## config.mk

```make
export PLATFORM = sky130hd
export DESIGN_NAME = framebuffer_scanout
export DESIGN_NICKNAME = d
export VERILOG_FILES = /design/src/rtl/framebuffer_scanout.sv
export SDC_FILE = /design/constraint.sdc
export NUM_CORES = 1
export LEC_CHECK = 0
export CORE_MARGIN = 10
export CORE_UTILIZATION = 54
export CTS_BUF_LIST = sky130_fd_sc_hd__clkbuf_16
export DETAILED_ROUTE_END_ITERATION = 12
export PLACE_DENSITY = 0.84
export SLEW_MARGIN = 30
export SYNTH_ARGS = -nofsm -noshare
export SYNTH_HDL_FRONTEND = slang
export SYNTH_SLANG_ARGS = --single-unit
```

## constraint.sdc

```tcl
create_clock -name clock -period 7.5 [get_ports clock]
set_clock_uncertainty 0.05 [all_clocks]
set_input_delay 1.5 -clock clock [delete_from_list [all_inputs] [get_ports clock]]
set_output_delay 1.5 -clock clock [all_outputs]
set_load 0.03 [all_outputs]
```

## src/rtl/framebuffer_scanout.sv

```systemverilog
// framebuffer_scanout
// Scans a FB_W-wide, 8-bit RRRGGGBB framebuffer out as VGA. Each stored pixel
// is shown 2x wide and 2x tall, and each channel is widened to 8 bits.
// Datapath: raster counters -> stage 1 (read address, sync, visible)
//           -> stage 2 (colour expand, registered pins).
// Every stage moves only on the pixel tick, so pins are stable for a whole
// pixel period and all outputs trail the counters by exactly two pixels.

module framebuffer_scanout #(
    parameter int CLK_DIV = 2,    // system clocks per pixel, must be >= 2
    parameter int H_VIS   = 640,
    parameter int H_FP    = 16,
    parameter int H_SYNC  = 96,
    parameter int H_BP    = 48,
    parameter int V_VIS   = 480,
    parameter int V_FP    = 10,
    parameter int V_SYNC  = 2,
    parameter int V_BP    = 33,
    parameter int FB_W    = 320
) (
    input  logic        clock,
    input  logic        reset,
    output logic [16:0] rdaddress,
    input  logic [7:0]  q,
    output logic [7:0]  vga_r,
    output logic [7:0]  vga_g,
    output logic [7:0]  vga_b,
    output logic        vga_hs,
    output logic        vga_vs,
    output logic        vga_blank_n,
    output logic        vga_sync_n,
    output logic        vga_clk,
    output logic        frame_start
);

    localparam int H_TOTAL = H_VIS + H_FP + H_SYNC + H_BP;
    localparam int V_TOTAL = V_VIS + V_FP + V_SYNC + V_BP;
    localparam int H_W     = $clog2(H_TOTAL);
    localparam int V_W     = $clog2(V_TOTAL);
    localparam int DIV_W   = $clog2(CLK_DIV);

    localparam logic [DIV_W-1:0] DIV_LAST  = DIV_W'(CLK_DIV - 1);
    localparam logic [DIV_W-1:0] DIV_HALF  = DIV_W'(CLK_DIV / 2);

    localparam logic [H_W-1:0]   H_LAST    = H_W'(H_TOTAL - 1);
    localparam logic [H_W-1:0]   H_VIS_END = H_W'(H_VIS);
    localparam logic [H_W-1:0]   HS_BEGIN  = H_W'(H_VIS + H_FP);
    localparam logic [H_W-1:0]   HS_END    = H_W'(H_VIS + H_FP + H_SYNC);

    localparam logic [V_W-1:0]   V_LAST    = V_W'(V_TOTAL - 1);
    localparam logic [V_W-1:0]   V_VIS_END = V_W'(V_VIS);
    localparam logic [V_W-1:0]   VS_BEGIN  = V_W'(V_VIS + V_FP);
    localparam logic [V_W-1:0]   VS_END    = V_W'(V_VIS + V_FP + V_SYNC);

    // ------------------------------------------------------------------
    // State
    // ------------------------------------------------------------------
    logic [DIV_W-1:0] div_q,     div_d;
    logic [H_W-1:0]   h_cnt_q,   h_cnt_d;
    logic [V_W-1:0]   v_cnt_q,   v_cnt_d;
    logic             fs_q,      fs_d;

    logic [16:0]      s1_addr_q, s1_addr_d;
    logic             s1_vis_q,  s1_vis_d;
    logic             s1_hs_q,   s1_hs_d;
    logic             s1_vs_q,   s1_vs_d;

    logic [7:0]       s2_r_q,    s2_r_d;
    logic [7:0]       s2_g_q,    s2_g_d;
    logic [7:0]       s2_b_q,    s2_b_d;
    logic             s2_hs_q,   s2_hs_d;
    logic             s2_vs_q,   s2_vs_d;
    logic             s2_blank_q, s2_blank_d;

    logic             tick;
    logic             h_last;
    logic             v_last;
    logic             raster_vis;
    logic [16:0]      row_base;
    logic [16:0]      col_off;

    assign tick   = (div_q == DIV_LAST);
    assign h_last = (h_cnt_q == H_LAST);
    assign v_last = (v_cnt_q == V_LAST);

    // ------------------------------------------------------------------
    // Framebuffer address: each stored row/column covers two screen
    // lines/pixels, so both raster coordinates are halved first.
    // ------------------------------------------------------------------
    assign col_off = 17'(h_cnt_q >> 1);

    generate
        if (FB_W == 320) begin : g_row_shift_add
            logic [16:0] row_y;
            assign row_y    = 17'(v_cnt_q >> 1);
            // y*320 = y*256 + y*64, two shifted copies and one adder
            assign row_base = (row_y << 8) + (row_y << 6);
        end else begin : g_row_mult
            logic [16:0] row_y;
            assign row_y    = 17'(v_cnt_q >> 1);
            assign row_base = row_y * 17'(FB_W);
        end
    endgenerate

    assign raster_vis = (h_cnt_q < H_VIS_END) && (v_cnt_q < V_VIS_END);

    // Pixel divider and raster counters; frame_start flags the wrap to (0,0).
    always_comb begin
        // NOTE: every signal gets a default first so no path leaves it
        // unassigned; otherwise synthesis infers a latch to hold it.
        div_d   = tick ? '0 : div_q + DIV_W'(1);
        h_cnt_d = h_cnt_q;
        v_cnt_d = v_cnt_q;
        fs_d    = 1'b0;
        if (tick) begin
            if (h_last) begin
                h_cnt_d = '0;
                if (v_last) begin
                    v_cnt_d = '0;
                    fs_d    = 1'b1;
                end else begin
                    v_cnt_d = v_cnt_q + V_W'(1);
                end
            end else begin
                h_cnt_d = h_cnt_q + H_W'(1);
            end
        end
    end

    // Stage 1: read address plus raw sync/visible flags for this pixel.
    always_comb begin
        s1_addr_d = s1_addr_q;
        s1_vis_d  = s1_vis_q;
        s1_hs_d   = s1_hs_q;
        s1_vs_d   = s1_vs_q;
        if (tick) begin
            s1_vis_d  = raster_vis;
            s1_addr_d = raster_vis ? (row_base + col_off) : '0;
            s1_hs_d   = !((h_cnt_q >= HS_BEGIN) && (h_cnt_q < HS_END));
            s1_vs_d   = !((v_cnt_q >= VS_BEGIN) && (v_cnt_q < VS_END));
        end
    end

    // Stage 2: capture the returned pixel, expand it, align sync with it.
    always_comb begin
        s2_r_d     = s2_r_q;
        s2_g_d     = s2_g_q;
        s2_b_d     = s2_b_q;
        s2_hs_d    = s2_hs_q;
        s2_vs_d    = s2_vs_q;
        s2_blank_d = s2_blank_q;
        if (tick) begin
            s2_hs_d    = s1_hs_q;
            s2_vs_d    = s1_vs_q;
            s2_blank_d = s1_vis_q;
            if (s1_vis_q) begin
                // bit replication maps the channel's full scale onto 0..255
                s2_r_d = {q[7:5], q[7:5], q[7:6]};
                s2_g_d = {q[4:2], q[4:2], q[4:3]};
                s2_b_d = {q[1:0], q[1:0], q[1:0], q[1:0]};
            end else begin
                s2_r_d = '0;
                s2_g_d = '0;
                s2_b_d = '0;
            end
        end
    end

    // Divider, counters and frame pulse registers.
    always_ff @(posedge clock or posedge reset) begin
        // NOTE: sequential state uses non-blocking assignments so every
        // register samples the pre-edge values, independent of code order.
        if (reset) begin
            div_q   <= '0;
            h_cnt_q <= '0;
            v_cnt_q <= '0;
            fs_q    <= 1'b0;
        end else begin
            div_q   <= div_d;
            h_cnt_q <= h_cnt_d;
            v_cnt_q <= v_cnt_d;
            fs_q    <= fs_d;
        end
    end

    // Stage 1 registers; syncs idle high out of reset.
    always_ff @(posedge clock or posedge reset) begin
        if (reset) begin
            s1_addr_q <= '0;
            s1_vis_q  <= 1'b0;
            s1_hs_q   <= 1'b1;
            s1_vs_q   <= 1'b1;
        end else begin
            s1_addr_q <= s1_addr_d;
            s1_vis_q  <= s1_vis_d;
            s1_hs_q   <= s1_hs_d;
            s1_vs_q   <= s1_vs_d;
        end
    end

    // Stage 2 registers drive the VGA pins directly.
    always_ff @(posedge clock or posedge reset) begin
        if (reset) begin
            s2_r_q     <= '0;
            s2_g_q     <= '0;
            s2_b_q     <= '0;
            s2_hs_q    <= 1'b1;
            s2_vs_q    <= 1'b1;
            s2_blank_q <= 1'b0;
        end else begin
            s2_r_q     <= s2_r_d;
            s2_g_q     <= s2_g_d;
            s2_b_q     <= s2_b_d;
            s2_hs_q    <= s2_hs_d;
            s2_vs_q    <= s2_vs_d;
            s2_blank_q <= s2_blank_d;
        end
    end

    assign rdaddress   = s1_addr_q;
    assign vga_r       = s2_r_q;
    assign vga_g       = s2_g_q;
    assign vga_b       = s2_b_q;
    assign vga_hs      = s2_hs_q;
    assign vga_vs      = s2_vs_q;
    assign vga_blank_n = s2_blank_q;
    assign vga_sync_n  = 1'b0;
    // pixel clock is high for the first half of each divider period
    assign vga_clk     = (div_q < DIV_HALF);
    assign frame_start = fs_q;

endmodule

```

==> results.yml <==
die:
  die_area_um2: 8570
  core_area_um2: 5110
  rows: 26
  ios: 57
  chipHeight_um: 92.6
  initial_core_util_pct: 55.7
  die_width_um: 92.6
pwr:
  p_switching_uw: 133
  internal_power_uw: 430
  p_leak_uw: 0.00161
  switching_share_pct: 23.7
  power-per-cell-area_nw_per_um2: 162
  p_clk_share_pct: 41.3
  power_uw: 563
  power_frac_comb_pct: 7.2
  ir_drop_v: 0.000115
  seqPwrFrac_pct: 51.5
clock_network:
  clkSlewWorstSetupHoldPaths_ns: 0.07
  clk_path_buf_depth: 2
  cts_setup_buffers: 0
  cts_tree: "done"
  ctsResizeCount: 0
  cts_root_buf: "clkbuf_16"
  postCtsHoldBufs: 0
  cts.sinks: 53
  clk_latency_ns: 0.30
  numCtsBuffers: 5
  htree_levels: 2
timing:
  finalHoldViolations: 0
  rsz0062_at_grt: "no"
  fmax_ghz: 0.280
  tns_ns: 0
  hold_slack_ns: 0.436
  tightest_slew_ns: 0.932
  period_minus_slack_ns: 3.57
  period_share_pct: 47.6
  setup_viol: 0
  slew_violations: 0
  slew_headroom_pct: 37.4
flow_run:
  maxCapViolations: 0
critical_path:
  crit_family: "buffers and inverters"
  r2r_end: "rdaddress[15]"
  path_buf_inv: 3
  worstSetupStartpointType: "flip-flop"
  cp_data_required_time_ns: 5.95
  end_kind: "output port"
  critPathMaxStageDelay_ns: 0.71
  timing.rr.start: "v_cnt_q[3]"
  startpoint: "div_q"
  reg2reg_slack_ns: 4.83
  timing_worst_setup_path_type: "reg -> out"
  reg2regPathDepth: 8
  cp_cell_sequence: "clkinv_1, buf_4, clkdlybuf4s50_1"
  worstPathArrival_ns: 2.02
  crit_slowest_cell: "dfrtp_1"
  critical_path.max_fanout: 27
routing:
  vias: 2147
  avgRoutedWirePerCell_um: 17.3
  viasPerCell: 5.79
  drtPass1Iterations: 4
  first_iter_violations: 132
  drc_errors: 0
  ant_nets: 0
  drt_wl_total_um: 6410
grt:
  grt_antenna_before_repair: 0
  grt_util_all_layers_pct: 15.5
  grt.overflow.total: 0
  grt_max_degree: 54
  grt_pass1_vias: 2205
  grt_pass1_wl_um: 10800
finish:
  final_util_pct: 68.0
  n_antenna_cell: 0
  final_cells: 371
  layout-drive-gt1-share_pct: 7.31
  layout.nets: 333
  fillers: 412
  area_delta_synth_final_pct: 22.1
placed_design:
  place_congestion: 0.874
  placed_cells: 363
  hpwl_um: 4620
  port_buffers: 55
logic_synthesis:
  synth_top_cell_by_area: "dfrtp_1"
  synth_top_area_share_pct: 43.1
  ys_types: 45
  synth_ff_type: "dfrtp_1"
  synthesis.area_um2: 2850
  syn_avg_cell_area_um2: 10.8
  syn_inst: 264
  synth_area_leaders: "dfrtp_1, ha_1, a22o_1"
  synth_most_common_cell: "dfrtp_1"
  synth_edf_count: 0
  synth_seq_cells: 53
  synth_nets: 297
  yosys_warnings: 0
  synth_async_sr_flop_share_pct: 100
  synthTopCellsByCount: "dfrtp_1, ha_1, a22o_1"
  yosysSeqAreaShare_pct: 46.8
status:
  outcome: "complete, no violations"
min_path:
  min_path_type: "reg -> reg"
  min_to: "rdaddress[12]"
  whs_path_depth: 2
  hp-start: "rdaddress[12]"
-- state kept, by name, summed over array words and instances (netlist names) --
register / count
frame_start: 1
vga_hs: 1
vga_g: 3
rdaddress: 17
vga_vs: 1
vga_blank_n: 1
s1_vs_q: 1
s1_vis_q: 1
vga_r: 3
s1_hs_q: 1
h_cnt_q: 10
vga_b: 2
v_cnt_q: 10
div_q: 1
-- tightest hold or removal path, stage by stage (launching register included) --
cell     delay, ns
dfrtp_1       0.34
nand2_1       0.06
nand3_1       0.06
-- metrics by stage --
stage          setup WS [ns]  cell area (µm²)
2_1_floorplan           4.67             2850
6_report                3.93             3470
3_3_place_gp            4.27             3320
3_5_place_dp            4.26             3320
4_1_cts                 3.92             3470
5_1_grt                 3.82             3470
-- per-layer routing --
| metal | share of wire (%) | routed length (µm) | GRT usage (%) |
|---|---|---|---|
| met5 | 0 | 0 | 0 |
| met4 | 2.4 | 155 | 6.56 |
| met3 | 9.5 | 609 | 4.68 |
| met2 | 46 | 2940 | 24.4 |
| met1 | 42 | 2700 | 19.5 |
-- worst max path at each step --
stage | cells past startpoint | slack (ns) | to
detailed placement | 3 | 4.26 | vga_clk
floorplan | 1 | 4.67 | div_q
CTS | 3 | 3.92 | vga_clk
global placement | 3 | 4.27 | vga_clk
finish | 3 | 3.93 | vga_clk
global route | 3 | 3.82 | vga_clk
-- placed cells by master (no fill, tap or decap), types with 2 or more instances in the layout --
cell	synthesis	layout
clkdlybuf4s50_1	0	55
dfrtp_1	49	49
ha_1	21	21
a22o_1	19	19
nand2_1	15	15
nor2_1	14	14
xnor2_1	13	13
nand3_1	11	11
inv_1	12	11
o21ai_0	9	9
a21oi_1	8	8
nand4_1	6	6
a21o_1	5	5
nor4_1	5	5
clkbuf_16	0	5
xor2_1	4	4
or3_1	4	4
dfstp_2	4	4
nor3_1	4	3
and4_1	3	3
and3_1	3	3
a211oi_1	2	2
a211o_1	2	2
a32o_1	2	2
mux2_2	2	2
fa_1	2	2
-- power groups by stage --
stage          registers [µW]  clock network (µW)  logic (µW)
6_report                  290                 233        40.5
3_3_place_gp              295                   0        40.5
4_1_cts                   290                 237        41.2
2_1_floorplan             300                   0        22.7
3_5_place_dp              296                   0        41.1
5_1_grt                   291                 249        43.1
-- kinds of logic after synthesis --
group           synth area share, %
simple gates                   13.6
compound gates                 14.8
flops                          46.8
buf+inv                        8.05
fa+ha+maj                      10.6
xor+xnor                       5.23
mux                           0.792
other cells                   0.132
-- layout make-up --
cell class | instances | area [µm²] | area share (%)
Clock buffer | 5 | 125 | 3.60
Clock inverter | 3 | 25.0 | 0.720
Inverter | 13 | 51.3 | 1.48
Multi-Input combinational cell | 171 | 1300 | 37.3
Sequential cell | 53 | 1330 | 38.3
Tap cell | 70 | 87.6 | 2.52
Timing Repair Buffer | 56 | 558 | 16.1
Note: power is estimated with default switching activity, not from simulation.
